===== src/rtl/selmux_rr_if.sv =====
// Handshake bundle for selmux_rr: CHANNELS producer ports with valid/ready,
// the merge mode select, and one registered consumer port.
//   in_data/in_valid/in_ready : producer side, channel c at [c*WIDTH +: WIDTH]
//   merge                     : 0 = round-robin, 1 = OR-merge of valid sources
//   out_data/out_valid/grant  : registered output word, valid and source mask
//   out_ready                 : consumer accept
interface selmux_rr_if #(
  parameter int unsigned WIDTH    = 8,
  parameter int unsigned CHANNELS = 4
);
  logic [CHANNELS*WIDTH-1:0] in_data;
  logic [CHANNELS-1:0]       in_valid;
  logic [CHANNELS-1:0]       in_ready;
  logic                      merge;
  logic [WIDTH-1:0]          out_data;
  logic                      out_valid;
  logic                      out_ready;
  logic [CHANNELS-1:0]       grant;

  // Environment view: drives producers, mode and consumer ready.
  modport master (
    output in_data, in_valid, merge, out_ready,
    input  in_ready, out_data, out_valid, grant
  );

  // Mux view.
  modport slave (
    input  in_data, in_valid, merge, out_ready,
    output in_ready, out_data, out_valid, grant
  );
endinterface


===== src/rtl/selmux_rr.sv =====
// Parametrised selection mux with a single registered output stage.
// merge=0 picks one valid source per transfer in round-robin order starting at
// ptr; merge=1 ORs all valid sources into one word. Reset is synchronous,
// active-low.
//   clk   : clock
//   rst_n : synchronous active-low reset
//   bus   : selmux_rr_if slave modport (producer and consumer handshakes)
module selmux_rr #(
  parameter int unsigned WIDTH    = 8,
  parameter int unsigned CHANNELS = 4
) (
  input  logic        clk,
  input  logic        rst_n,
  selmux_rr_if.slave  bus
);

  localparam int unsigned PTRW = $clog2(CHANNELS);

  logic [PTRW-1:0]     ptr;
  logic [WIDTH-1:0]    data_q;
  logic                valid_q;
  logic [CHANNELS-1:0] grant_q;

  logic                load_en;
  logic                found;
  logic [PTRW-1:0]     winner;
  logic [PTRW-1:0]     idx;
  logic [PTRW-1:0]     ptr_next;
  logic [CHANNELS-1:0] winner_onehot;
  logic [WIDTH-1:0]    merged;
  logic                any_valid;

  // Output register may load when empty or draining this cycle.
  assign load_en   = !valid_q || bus.out_ready;
  assign any_valid = |bus.in_valid;

  // First valid channel scanning upward from ptr, wrapping.
  always_comb begin
    found  = 1'b0;
    winner = '0;
    idx    = '0;
    for (int unsigned i = 0; i < CHANNELS; i++) begin
      idx = PTRW'((32'(ptr) + i) % CHANNELS);
      if (!found && bus.in_valid[idx]) begin
        found  = 1'b1;
        winner = idx;
      end
    end
  end

  assign winner_onehot = CHANNELS'(1) << winner;
  assign ptr_next      = PTRW'((32'(winner) + 32'd1) % CHANNELS);

  // OR of every valid source for merge mode.
  always_comb begin
    merged = '0;
    for (int unsigned c = 0; c < CHANNELS; c++) begin
      if (bus.in_valid[c]) begin
        merged = merged | bus.in_data[c*WIDTH +: WIDTH];
      end
    end
  end

  // Per-channel accept; nothing is accepted during reset or backpressure.
  always_comb begin
    bus.in_ready = '0;
    if (rst_n && load_en) begin
      if (bus.merge) begin
        bus.in_ready = bus.in_valid;
      end else if (found) begin
        bus.in_ready = winner_onehot;
      end
    end
  end

  // Output stage and round-robin pointer.
  always_ff @(posedge clk) begin
    if (!rst_n) begin
      data_q  <= '0;
      valid_q <= 1'b0;
      grant_q <= '0;
      ptr     <= '0;
    end else if (load_en) begin
      if (bus.merge && any_valid) begin
        data_q  <= merged;
        grant_q <= bus.in_valid;
        valid_q <= 1'b1;
      end else if (!bus.merge && found) begin
        data_q  <= bus.in_data[winner*WIDTH +: WIDTH];
        grant_q <= winner_onehot;
        valid_q <= 1'b1;
        ptr     <= ptr_next;
      end else begin
        // Idle: drop valid, keep the last word on the data lines.
        grant_q <= '0;
        valid_q <= 1'b0;
      end
    end
  end

  assign bus.out_data  = data_q;
  assign bus.out_valid = valid_q;
  assign bus.grant     = grant_q;

endmodule

===== src/flat_wrapper.sv =====
// flat-port wrapper written by rule: the top's interface ports become plain ports
module selmux_rr_flat 
#(
  parameter int unsigned WIDTH    = 8,
  parameter int unsigned CHANNELS = 4
)
  (clk, rst_n, bus_in_data, bus_in_valid, bus_merge, bus_out_ready, bus_in_ready, bus_out_data, bus_out_valid, bus_grant);
  selmux_rr_if #(.WIDTH(WIDTH), .CHANNELS(CHANNELS)) bus_i ();
  input  logic clk;
  input  logic rst_n;
  input wire logic [$bits(bus_i.in_data)-1:0] bus_in_data;
  input wire logic [$bits(bus_i.in_valid)-1:0] bus_in_valid;
  input wire logic [$bits(bus_i.merge)-1:0] bus_merge;
  input wire logic [$bits(bus_i.out_ready)-1:0] bus_out_ready;
  output wire logic [$bits(bus_i.in_ready)-1:0] bus_in_ready;
  output wire logic [$bits(bus_i.out_data)-1:0] bus_out_data;
  output wire logic [$bits(bus_i.out_valid)-1:0] bus_out_valid;
  output wire logic [$bits(bus_i.grant)-1:0] bus_grant;
  assign bus_i.in_data = bus_in_data;
  assign bus_i.in_valid = bus_in_valid;
  assign bus_i.merge = bus_merge;
  assign bus_i.out_ready = bus_out_ready;
  assign bus_in_ready = bus_i.in_ready;
  assign bus_out_data = bus_i.out_data;
  assign bus_out_valid = bus_i.out_valid;
  assign bus_grant = bus_i.grant;
  selmux_rr #(.WIDTH(WIDTH), .CHANNELS(CHANNELS)) u_core (.clk(clk), .rst_n(rst_n), .bus(bus_i));
endmodule

===== config.mk =====
export PLATFORM = sky130hd
export DESIGN_NAME = selmux_rr_flat
export DESIGN_NICKNAME = d
export VERILOG_FILES = /design/src/rtl/selmux_rr_if.sv /design/src/rtl/selmux_rr.sv /design/src/flat_wrapper.sv
export SDC_FILE = /design/constraint.sdc
export NUM_CORES = 1
export LEC_CHECK = 0
export ABC_AREA = 1
export CAP_MARGIN = 20
export CELL_PAD_IN_SITES_DETAIL_PLACEMENT = 1
export CELL_PAD_IN_SITES_GLOBAL_PLACEMENT = 1
export CORE_ASPECT_RATIO = 2
export CORE_UTILIZATION = 32
export DETAILED_ROUTE_END_ITERATION = 6
export GPL_TIMING_DRIVEN = 0
export HOLD_SLACK_MARGIN = 0.15
export PLACE_DENSITY_LB_ADDON = 0.3
export SYNTH_ARGS = -nofsm -noshare
export SYNTH_HDL_FRONTEND = slang
export SYNTH_SLANG_ARGS = --single-unit

===== constraint.sdc =====
create_clock -name clk -period 5.56 [get_ports clk]
set_clock_uncertainty 0.2 [all_clocks]
set_input_delay 1.39 -clock clk [delete_from_list [all_inputs] [get_ports clk]]
set_output_delay 1.39 -clock clk [all_outputs]
set_load 0.005 [all_outputs]

Word-level counts from Yosys, hierarchy flattened
Index checks and enable logic that the tools add are counted.
{ "word_totals": {"reg_bits": 15, "in_bits": 40, "wordCells": 63} }
{ "classes": {"reduce_logical": 16, "n_shift": 2, "n_bitwise": 4, "n_mux": 29, "n_addsub": 4, "order_cmp": 4} }
{ "ops": {"columns": ["operator", "n"], "rows": [
  ["8-bit 2-to-1 mux", 6],
  ["32-bit by 6-bit indexed part select with 8-bit output", 1],
  ["8-bit OR", 3],
  ["4-bit 2-to-1 mux", 5],
  ["2-bit by 3-bit less-than comparator with 1-bit output, second input constant", 4],
  ["1-bit 2-to-1 mux", 10],
  ["1-bit binary-select mux with 2-bit select", 4],
  ["2-bit 2-to-1 mux", 4],
  ["1-bit logical AND", 6],
  ["1-bit logical NOT", 5],
  ["2-bit by 1-bit adder with 2-bit output, second input constant", 2],
  ["2-bit adder, second input constant", 2],
  ["4-bit OR reduction", 1],
  ["1-bit by 2-bit left shift with 4-bit output, first input constant", 1],
  ["3-bit AND reduction", 1],
  ["2-bit AND reduction", 1],
  ["2-bit nonzero test", 1],
  ["1-bit logical OR", 1],
  ["1-bit NOT", 1]
]} }

Longest topological paths before layout
Gate-level depths: netlist (run 1).
{ "depth": {"depth_word": 16, "depth_mapped": 17, "mapped_depth_nobuf": 15} }

Worst setup path after synthesis (run 1)
OpenSTA, ideal clock, no wires.
{ "synth_timing": {"path_type": "in2out", "from": "input bus_in_valid[0]", "to": "output bus_in_ready[2]", "slack_ps": 1248, "cell_stages": 14, "arrival_time_ps": 2722, "required_time_ps": 3970, "cell_sequence": "buf_2 inv_2 nand2_2 nand3_2 nand2_4 inv_2 a21oi_2 nand2_2 nand2_2 buf_6 nand2_1 o21ai_1 inv_2 nor2_1"} }
{ "synth_via": {"elab_chain_len": 16, "elab_cells_between_ends": 26, "classes_between": "shift (1); mux (19); reduce/logical (6)"} }
{ "synth_lines": {"columns": ["item", "line_no", "rtl"], "rows": [
  ["from (decl)", "flat_wrapper.sv:12", "input wire logic [$bits(bus_i.in_valid)-1:0] bus_in_valid;"],
  ["1-bit binary-select mux with 2-bit select", "selmux_rr.sv:44", "if (!found && bus.in_valid[idx]) begin"],
  ["1-bit 2-to-1 mux (not written as such)", "selmux_rr.sv:44", null],
  ["1-bit 2-to-1 mux", "selmux_rr.sv:44", null],
  ["1-bit logical NOT", "selmux_rr.sv:44", null],
  ["1-bit logical AND", "selmux_rr.sv:44", null],
  ["1-bit 2-to-1 mux", "selmux_rr.sv:44", null],
  ["1-bit logical NOT", "selmux_rr.sv:44", null],
  ["1-bit logical AND", "selmux_rr.sv:44", null],
  ["1-bit 2-to-1 mux", "selmux_rr.sv:44", null],
  ["1-bit logical NOT", "selmux_rr.sv:44", null],
  ["1-bit logical AND", "selmux_rr.sv:44", null],
  ["2-bit 2-to-1 mux", "selmux_rr.sv:44", null],
  ["1-bit by 2-bit left shift with 4-bit output", "selmux_rr.sv:51", "assign winner_onehot = CHANNELS'(1) << winner;"],
  ["4-bit 2-to-1 mux *", "selmux_rr.sv:70", "end else if (found) begin"],
  ["4-bit 2-to-1 mux *", "selmux_rr.sv:68", "if (bus.merge) begin"],
  ["4-bit 2-to-1 mux *", "selmux_rr.sv:67", "if (rst_n && load_en) begin"],
  ["to (decl)", "flat_wrapper.sv:15", "output wire logic [$bits(bus_i.in_ready)-1:0] bus_in_ready;"]
]} }
Every way passes the cells marked *; elsewhere a longest branch is shown, timed or not. The select of a mux whose other input is x is not followed.

Worst setup path after layout (run 1)
{ "layout_timing": {"from": "input bus_in_valid[2]", "to": "output bus_in_ready[1]"} }
Same word-level chain as after synthesis.

==> implementation parameters, run 1 <==
Parameter                              Value

Status
  Status ... complete, no violations

Floorplanning
  Die width ... 51.02 um
  Standard-cell row count ... 35
  Initial Utilization ... 33.44%
  Overall die area ... 0.005103 mm2
  Vert. Die Dim ... 100.0 um
  I/O pins ... 57
  Standard cell core area ... 0.004598 mm2

STA
  Clock period minus final worst setup slack ... 5.348 ns
  Final Hold Violating Endpoints ... 0
  Relative slew margins ... 61.01%
  Final setup viols ... 0
  Number of pins exceeding their max-slew limit in the final report ... 0
  Aggregate negative setup slack ... 0 ns
  Worst Slack Setup Final ... 0.2122 ns
  Fmax ... 187.0 MHz
  Worst Tran Pin Value ... 0.5849 ns
  Worst hold slack across all endpoints ... 0.2769 ns
  Tcrit/Tclk final ... 96.18%

Power
  Power dissipated by switching net loads ... 237.5 uW
  Flop pwr share ... 23.8%
  Worst ir drop on vdd ... 0.0001558 V
  Power density over the cells ... 242.1 mW/mm2
  Lkg Pwr ... 1.090 nW
  Int Pwr ... 312.6 uW
  Share of total power in the clock network ... 16.8%
  Sw frac ... 43.17%
  Part of the total power dissipated in combinational logic ... 59.4%

GRT
  Number of antenna violations at the first check in global routing ... 0
  GR Util All Layers ... 24.85%
  Maximum number of pins on one net before global-route repair ... 11
  Congestion Overflow GR ... 0
  Wire length of the first global-routing pass ... 9680 um
  Via count of the first global-routing pass ... 2112

Yosys
  Post-synthesis register bit count ... 15
  Syn nets ... 303
  Post-synthesis cell count ... 263
  Syn_area_per_cell ... 5.847 um2
  Post-synthesis sequential area ratio ... 19.53%
  Yosys synthesis warning count ... 0
  Netlist area before placement ... 0.001538 mm2
  Post-synthesis cell type count ... 26

Detailed routing
  Routed len/inst ... 15.56 um
  Routed via count ... 2037
  Per-cell via count in the routed design ... 5.332
  Violation count after the first detailed-routing iteration ... 16
  Number of nets with antenna violations after detailed routing ... 0
  Residual DRC count ... 0
  First drt pass iteration count ... 4
  Wire length after detailed routing ... 5943 um

Setup path
  Critical path required time ... 3.97 ns
  Endpoint kind of the worst setup timing path ... output pin
  Category of the worst setup path launch point ... primary input
  Worst reg2reg setup slack ... 3.16 ns
  Max Fanout on Critical Path ... 10
  FF-to-FF path depth ... 14
  Category of the critical setup timing path ... primary input to output pin
  Capture point of the worst reg-to-reg path ... u_core.bus.out_data[4]
  Data arrival at the endpoint of the critical path ... 3.76 ns
  Worst reg2reg startpoint ... u_core.ptr[0]

Placed design
  Detailed placer's ending HPWL ... 4722 um
  Post-Place Setup Slack ... -0.1474 ns
  Routability congestion estimate ... 0.7653
  Post-place instance area ... 0.002157 mm2
  Number of buffer cells added on primary ports ... 55

Cells and area
  Antenna cells ... 0
  Leading cell type in the layout, fill and taps excluded ... sky130_fd_sc_hd__nand2_1
  Design area ... 0.002272 mm2
  Ratio of cells with drive above 1 in the final layout ... 15.90%
  Leading cell types in the layout, fill and taps excluded ... sky130_fd_sc_hd__nand2_1 (99), sky130_fd_sc_hd__clkdlybuf4s50_1 (53), sky130_fd_sc_hd__nand3_1 (36)
  Count of filler cells inserted in the layout ... 649
  Final Net Count ... 368
  Area Growth Syn to Fin ... 47.76%

Hold path
  Hold Path Cell Cnt ... 2
  Hold Crit Start ... u_core.bus.out_data[7]
  Tightest Hold Check Type ... flip-flop to flip-flop
  Hold worst-path end ... u_core.bus.out_data[7]

CTS
  Sinks on Clock Net ... 15
  Clock tree from TritonCTS ... built
  TritonCTS Buffers ... 3
  Clock-pin transition on the worst setup and hold timing paths ... 0.07 ns
  Worst-Skew Late Latency ... 0.25 ns
  # H-tree levels ... 1
  Maximum clock insertion buffer count ... 2
  Root buffer selected by CTS ... sky130_fd_sc_hd__clkbuf_8

Flow run
  Max-cap viol count ... 0
[state kept, by name, indices dropped and copies added (netlist names)]
signal and flops:
u_core.bus.grant 4, u_core.bus.out_data 8, u_core.bus.out_valid 1, u_core.ptr 2
[synth_stat cells]
cell type / instances / share of area (%)
sky130_fd_sc_hd__o21bai_1: 1 / 0.49
sky130_fd_sc_hd__o31ai_1: 1 / 0.49
sky130_fd_sc_hd__a221oi_1: 7 / 4.0
sky130_fd_sc_hd__buf_6: 3 / 2.2
sky130_fd_sc_hd__clkinv_1: 1 / 0.24
sky130_fd_sc_hd__inv_1: 12 / 2.9
sky130_fd_sc_hd__a31oi_1: 1 / 0.41
sky130_fd_sc_hd__nor2_1: 12 / 2.9
sky130_fd_sc_hd__buf_4: 1 / 0.49
sky130_fd_sc_hd__clkbuf_1: 4 / 0.98
sky130_fd_sc_hd__a21oi_1: 12 / 3.9
sky130_fd_sc_hd__a22oi_1: 2 / 0.98
sky130_fd_sc_hd__buf_2: 5 / 1.6
sky130_fd_sc_hd__nand3_1: 36 / 12
sky130_fd_sc_hd__nand4_1: 3 / 1.2
sky130_fd_sc_hd__inv_2: 9 / 2.2
sky130_fd_sc_hd__nand3_2: 3 / 2.0
sky130_fd_sc_hd__nand2_2: 9 / 3.7
sky130_fd_sc_hd__dfxtp_1: 15 / 20
sky130_fd_sc_hd__nor2_4: 1 / 0.73
sky130_fd_sc_hd__nand2_1: 99 / 24
sky130_fd_sc_hd__nand2_4: 2 / 1.5
sky130_fd_sc_hd__a21oi_2: 8 / 4.6
sky130_fd_sc_hd__o21ai_0: 1 / 0.33
sky130_fd_sc_hd__o21ai_1: 7 / 2.3
sky130_fd_sc_hd__a22o_1: 8 / 4.6
[power by group through the flow]
stage	Combinational (mW)	Clock (mW)	Sequential [mW]
2_1_floorplan	0.195	0	0.133
3_3_place_gp	0.310	0	0.133
3_5_place_dp	0.316	0	0.133
4_1_cts	0.319	0.0937	0.131
5_1_grt	0.362	0.0994	0.133
6_report	0.327	0.0923	0.131
[final cells by class]
cell class	instances	area [um2]	area share, %
buffer	13	103.9	4.571
clock buffer	3	41.29	1.817
clock inverter	1	5.005	0.2203
inverter	22	82.58	3.634
multi-input combinational	213	1077	47.41
sequential	15	300.3	13.22
tap	55	68.82	3.029
timing repair buffer	60	593.1	26.10
[cell families after synthesis]
group | count (synthesis) | share of synthesized area, %
buffers and inverters | 35 | 10.66
flip-flops | 15 | 19.53
AND/OR/NAND/NOR | 165 | 47.84
AO/OA/AOI/OAI | 48 | 21.97
[per-stage QoR]
step | instances | total power, mW | utilization [%]
after floorplan | 263 | 0.3283 | -
after global placement | 373 | 0.4426 | 46.91
after detailed placement | 373 | 0.4490 | 46.91
after CTS | 377 | 0.5438 | 48.19
after global routing | 382 | 0.5939 | 49.42
final | 382 | 0.5500 | 49.42
[layer usage]
metal / GRT usage (%) / part of all wire, % / routed length (um) / up-vias
li1: - / - / - / 1008
met1: 23.21 / 35 / 2067 / 969
met2: 51.72 / 60 / 3583 / 46
met3: 3.030 / 2.2 / 130 / 14
met4: 7.479 / 2.7 / 161 / 0
met5: 0 / 0 / 0 / -
[critical path, cell delays in order]
cell and delay, ns:
sky130_fd_sc_hd__clkdlybuf4s50_1 0.46, sky130_fd_sc_hd__nand2_1 0.10, sky130_fd_sc_hd__nand2_1 0.11, sky130_fd_sc_hd__nand2_1 0.13, sky130_fd_sc_hd__nand2_2 0.11, sky130_fd_sc_hd__nor2_4 0.13, sky130_fd_sc_hd__nand3_2 0.08, sky130_fd_sc_hd__nand2_2 0.11
sky130_fd_sc_hd__nand2_2 0.09, sky130_fd_sc_hd__buf_6 0.15, sky130_fd_sc_hd__nor2_1 0.14, sky130_fd_sc_hd__a22oi_1 0.11, sky130_fd_sc_hd__nor2_1 0.13, sky130_fd_sc_hd__clkdlybuf4s50_1 0.51
[how the worst max path moves through the flow]
stage	to	slack (ns)	startpoint	cells after the start
3_3_place_gp	bus_in_ready[2]	-0.14	bus_in_valid[1]	16
5_1_grt	bus_in_ready[1]	-0.0007	bus_in_valid[2]	14
2_1_floorplan	bus_in_ready[2]	1.25	bus_in_valid[0]	14
6_report	bus_in_ready[1]	0.21	bus_in_valid[2]	14
4_1_cts	bus_in_ready[2]	0.003	bus_in_valid[3]	16
3_5_place_dp	bus_in_ready[2]	-0.15	bus_in_valid[1]	16
[timing repair]
action / in CTS / in global routing
setup buffers: 0 / 5
gates resized for setup: 5 / 8
hold buffers: 0 / 0
pin swaps: 0 / 1
setup endpoints to repair: 4 / 4
Power figures use the tool's default switching activity.
==> inputs of run 2 (changes only) <==
CTS_CLUSTER_SIZE = 12   (was unset)
GPL_ROUTABILITY_DRIVEN = 0   (was unset)
==> results of run 2 <==
Same layout as run 1: the final DEF is identical, and so are final timing and power.
==> inputs of run 3 (changes only) <==
PLACE_DENSITY_LB_ADDON = 0.1   (was 0.3)
==> implementation parameters, run 3 (synthesized netlist as in run 1, its figures left out) <==
Parameter                              Value

Placed design
  Post-Place Setup Slack ... -0.1065 ns (+0.04097 ns)
  Cell count after placement ... 373 (unchanged)
  Number of buffer cells added on primary ports ... 55 (unchanged)
  Detailed placer's ending HPWL ... 4703 um (-0.41%)

CTS
  Maximum clock insertion buffer count ... 2 (unchanged)
  # H-tree levels ... 1 (unchanged)
  Root buffer selected by CTS ... sky130_fd_sc_hd__clkbuf_8
  Clock-pin transition on the worst setup and hold timing paths ... 0.06 ns (about the same)
  Number of buffers inserted for hold repair after clock tree synthesis ... 0 (unchanged)
  Clock tree from TritonCTS ... built
  Worst-Skew Late Latency ... 0.25 ns (about the same)
  Sinks on Clock Net ... 15 (unchanged)
  TritonCTS Buffers ... 3 (unchanged)

Detailed routing
  Routed via count ... 2050 (+0.64%)
  Routed len/inst ... 15.54 um (-0.14%)
  First drt pass iteration count ... 4 (unchanged)
  Number of nets with antenna violations after detailed routing ... 0 (unchanged)
  Per-cell via count in the routed design ... 5.339 (+0.11%)
  Violation count after the first detailed-routing iteration ... 37 (+21)
  Residual DRC count ... 0 (unchanged)
  Wire length after detailed routing ... 5966 um (+0.39%)

Cells and area
  Final Instance Count excl. Fillers ... 384 (+0.52%)
  Leading cell type in the layout, fill and taps excluded ... sky130_fd_sc_hd__nand2_1
  Max FFs per register ... 8 (unchanged)
  Ratio of cells with drive above 1 in the final layout ... 16.41% (+0.51 points)
  Final Net Count ... 370 (+0.54%)
  Leading cell types in the layout, fill and taps excluded ... sky130_fd_sc_hd__nand2_1 (99), sky130_fd_sc_hd__clkdlybuf4s50_1 (55), sky130_fd_sc_hd__nand3_1 (36)
  Area Growth Syn to Fin ... 48.90%
  Antenna cells ... 0 (unchanged)
  Count of filler cells inserted in the layout ... 658 (+1.4%)

Floorplanning
  Vert. Die Dim ... 100.0 um (unchanged)
  I/O pins ... 57 (unchanged)
  Standard-cell row count ... 35 (unchanged)
  Die width ... 51.02 um (unchanged)
  Overall die area ... 0.005103 mm2 (unchanged)
  Initial Utilization ... 33.44% (unchanged)
  Standard cell core area ... 0.004598 mm2 (unchanged)

STA
  Fmax ... 185.0 MHz (-1.1%)
  Worst Tran Pin Value ... 0.6101 ns (+0.02525 ns)
  Tcrit/Tclk final ... 97.23% (+1.0 points)
  Number of pins exceeding their max-slew limit in the final report ... 0 (unchanged)
  Worst Slack Setup Final ... 0.1540 ns (-0.05824 ns)
  Final setup viols ... 0 (unchanged)
  Final Hold Violating Endpoints ... 0 (unchanged)
  Clock period minus final worst setup slack ... 5.406 ns (+0.05824 ns)
  Relative slew margins ... 59.33% (-1.7 points)
  Worst hold slack across all endpoints ... 0.2779 ns (+0.001023 ns)

GRT
  Wire length of the first global-routing pass ... 9542 um (-1.4%)
  Congestion Overflow GR ... 0 (unchanged)
  Via count of the first global-routing pass ... 2157 (+2.1%)
  Maximum number of pins on one net before global-route repair ... 11 (unchanged)
  Number of antenna violations at the first check in global routing ... 0 (unchanged)
  GR Util All Layers ... 24.57% (-0.28 points)

Setup path
  Endpoint kind of the worst setup timing path ... output pin
  Critical path required time ... 3.97 ns (about the same)
  Data arrival at the endpoint of the critical path ... 3.82 ns (+0.06 ns)
  Combined buffer and inverter count along the critical path ... 6 (+3)
  Category of the worst setup path launch point ... primary input
  Largest stage delay on the critical path ... 0.54 ns (+0.03 ns)
  Category of the critical setup timing path ... primary input to output pin
  Kind of cell adding the most delay to the critical path ... buffers and inverters
  Crit-path slowest cell ... sky130_fd_sc_hd__clkdlybuf4s50_1
  Worst reg2reg setup slack ... 3.16 ns (about the same)
  Max Fanout on Critical Path ... 10 (unchanged)
  Cell Chain, Critical Path ... clkdlybuf4s50_1 -> buf_6 -> inv_1 -> nand2_1 -> nand2_1 -> nand2_1 -> nand2_1 -> a21oi_2 -> nand2_2 -> nand2_4 -> buf_6 -> nand2_1 -> o21ai_2 -> inv_2 -> nor2_1 -> clkdlybuf4s50_1
  Worst path most repeated cell ... sky130_fd_sc_hd__nand2_1

Status
  Status ... complete, no violations

Power
  Worst ir drop on vdd ... 0.0001659 V (+6.5%)
  Post-layout total power ... 546.8 uW (-0.59%)
  Lkg Pwr ... 1.073 nW (-1.6%)
  Power density over the cells ... 238.8 mW/mm2 (-1.4%)

Flow run
  Max-cap viol count ... 0 (unchanged)

Hold path
  Tightest Hold Check Type ... flip-flop to flip-flop
[run 3: changes by cell type in the layout (fill, tap and decap cells not counted), sizes merged]
cell | previous run | this run
clkdlybuf4s50 | 53 | 55
buf | 15 | 17
clkinv | 2 | 1
dlymetal6s2s | 2 | 0
clkbuf | 6 | 7
[run 3: routing by layer]
metal / GRT usage [%] / part of all wire (%) / up-vias
li1: - / - / 1009
met1: 23.83 / 36 / 986
met2: 50.20 / 60 / 45
met3: 3.030 / 2.3 / 10
met4: 7.265 / 1.9 / 0
met5: 0 / 0 / -
[run 3: final timing paths]
path,startpoint,endpoint,depth (start not counted)
setup reg to reg,u_core.ptr[1],u_core.bus.out_data[1],15
hold / removal,u_core.bus.grant[2],u_core.bus.grant[2],2
hold reg to reg,u_core.bus.grant[2],u_core.bus.grant[2],2
setup / recovery,bus_in_valid[3],bus_in_ready[2],16
[run 3: metrics by stage]
step                setup TNS [ns]  util [%]  cell area (um2)
floorplan                        0         -             1538
global placement           -0.2753     46.91             2157
detailed placement         -0.2645     46.91             2157
CTS                              0     48.16             2215
global route              -0.03768     49.80             2290
finish                           0     49.80             2290
[run 3: repair_timing]
| action | CTS | global route |
|---|---|---|
| resized for setup | 5 | 8 |
| buffers inserted | 0 | 7 |
| pin swaps | 0 | 3 |
| endpoints found under the setup margin | 4 | 4 |
[run 3: layout make-up]
| class | count | area [um2] | share of cell area (%) |
|---|---|---|---|
| plain buffers | 13 | 100.1 | 4.372 |
| flip-flops and latches | 15 | 300.3 | 13.11 |
| clock buffers | 4 | 45.04 | 1.967 |
| well taps | 55 | 68.82 | 3.005 |
| inverters | 22 | 82.58 | 3.607 |
| repair buffers | 62 | 603.1 | 26.34 |
| multi-input cells | 213 | 1090 | 47.60 |
[run 3: power by group]
group          switching, mW  leakage, nW  internal, mW
clock                 0.0369       0.0228        0.0507
sequential           0.00977        0.124         0.122
combinational          0.188        0.925         0.140
[run 3: worst register-to-register path, stage by stage, from the launching register on]
cell and delay, ns:
sky130_fd_sc_hd__dfxtp_1 0.46, sky130_fd_sc_hd__inv_2 0.12, sky130_fd_sc_hd__nand2_1 0.08, sky130_fd_sc_hd__nand2_1 0.11, sky130_fd_sc_hd__nand2_1 0.09, sky130_fd_sc_hd__nand2_1 0.11
sky130_fd_sc_hd__a21oi_2 0.16, sky130_fd_sc_hd__nand2_2 0.11, sky130_fd_sc_hd__buf_4 0.16, sky130_fd_sc_hd__buf_2 0.18, sky130_fd_sc_hd__nand3_1 0.10, sky130_fd_sc_hd__nand2_1 0.05
sky130_fd_sc_hd__nand2_1 0.06, sky130_fd_sc_hd__nand3_1 0.07, sky130_fd_sc_hd__nand2_1 0.12, sky130_fd_sc_hd__a21oi_2 0.07
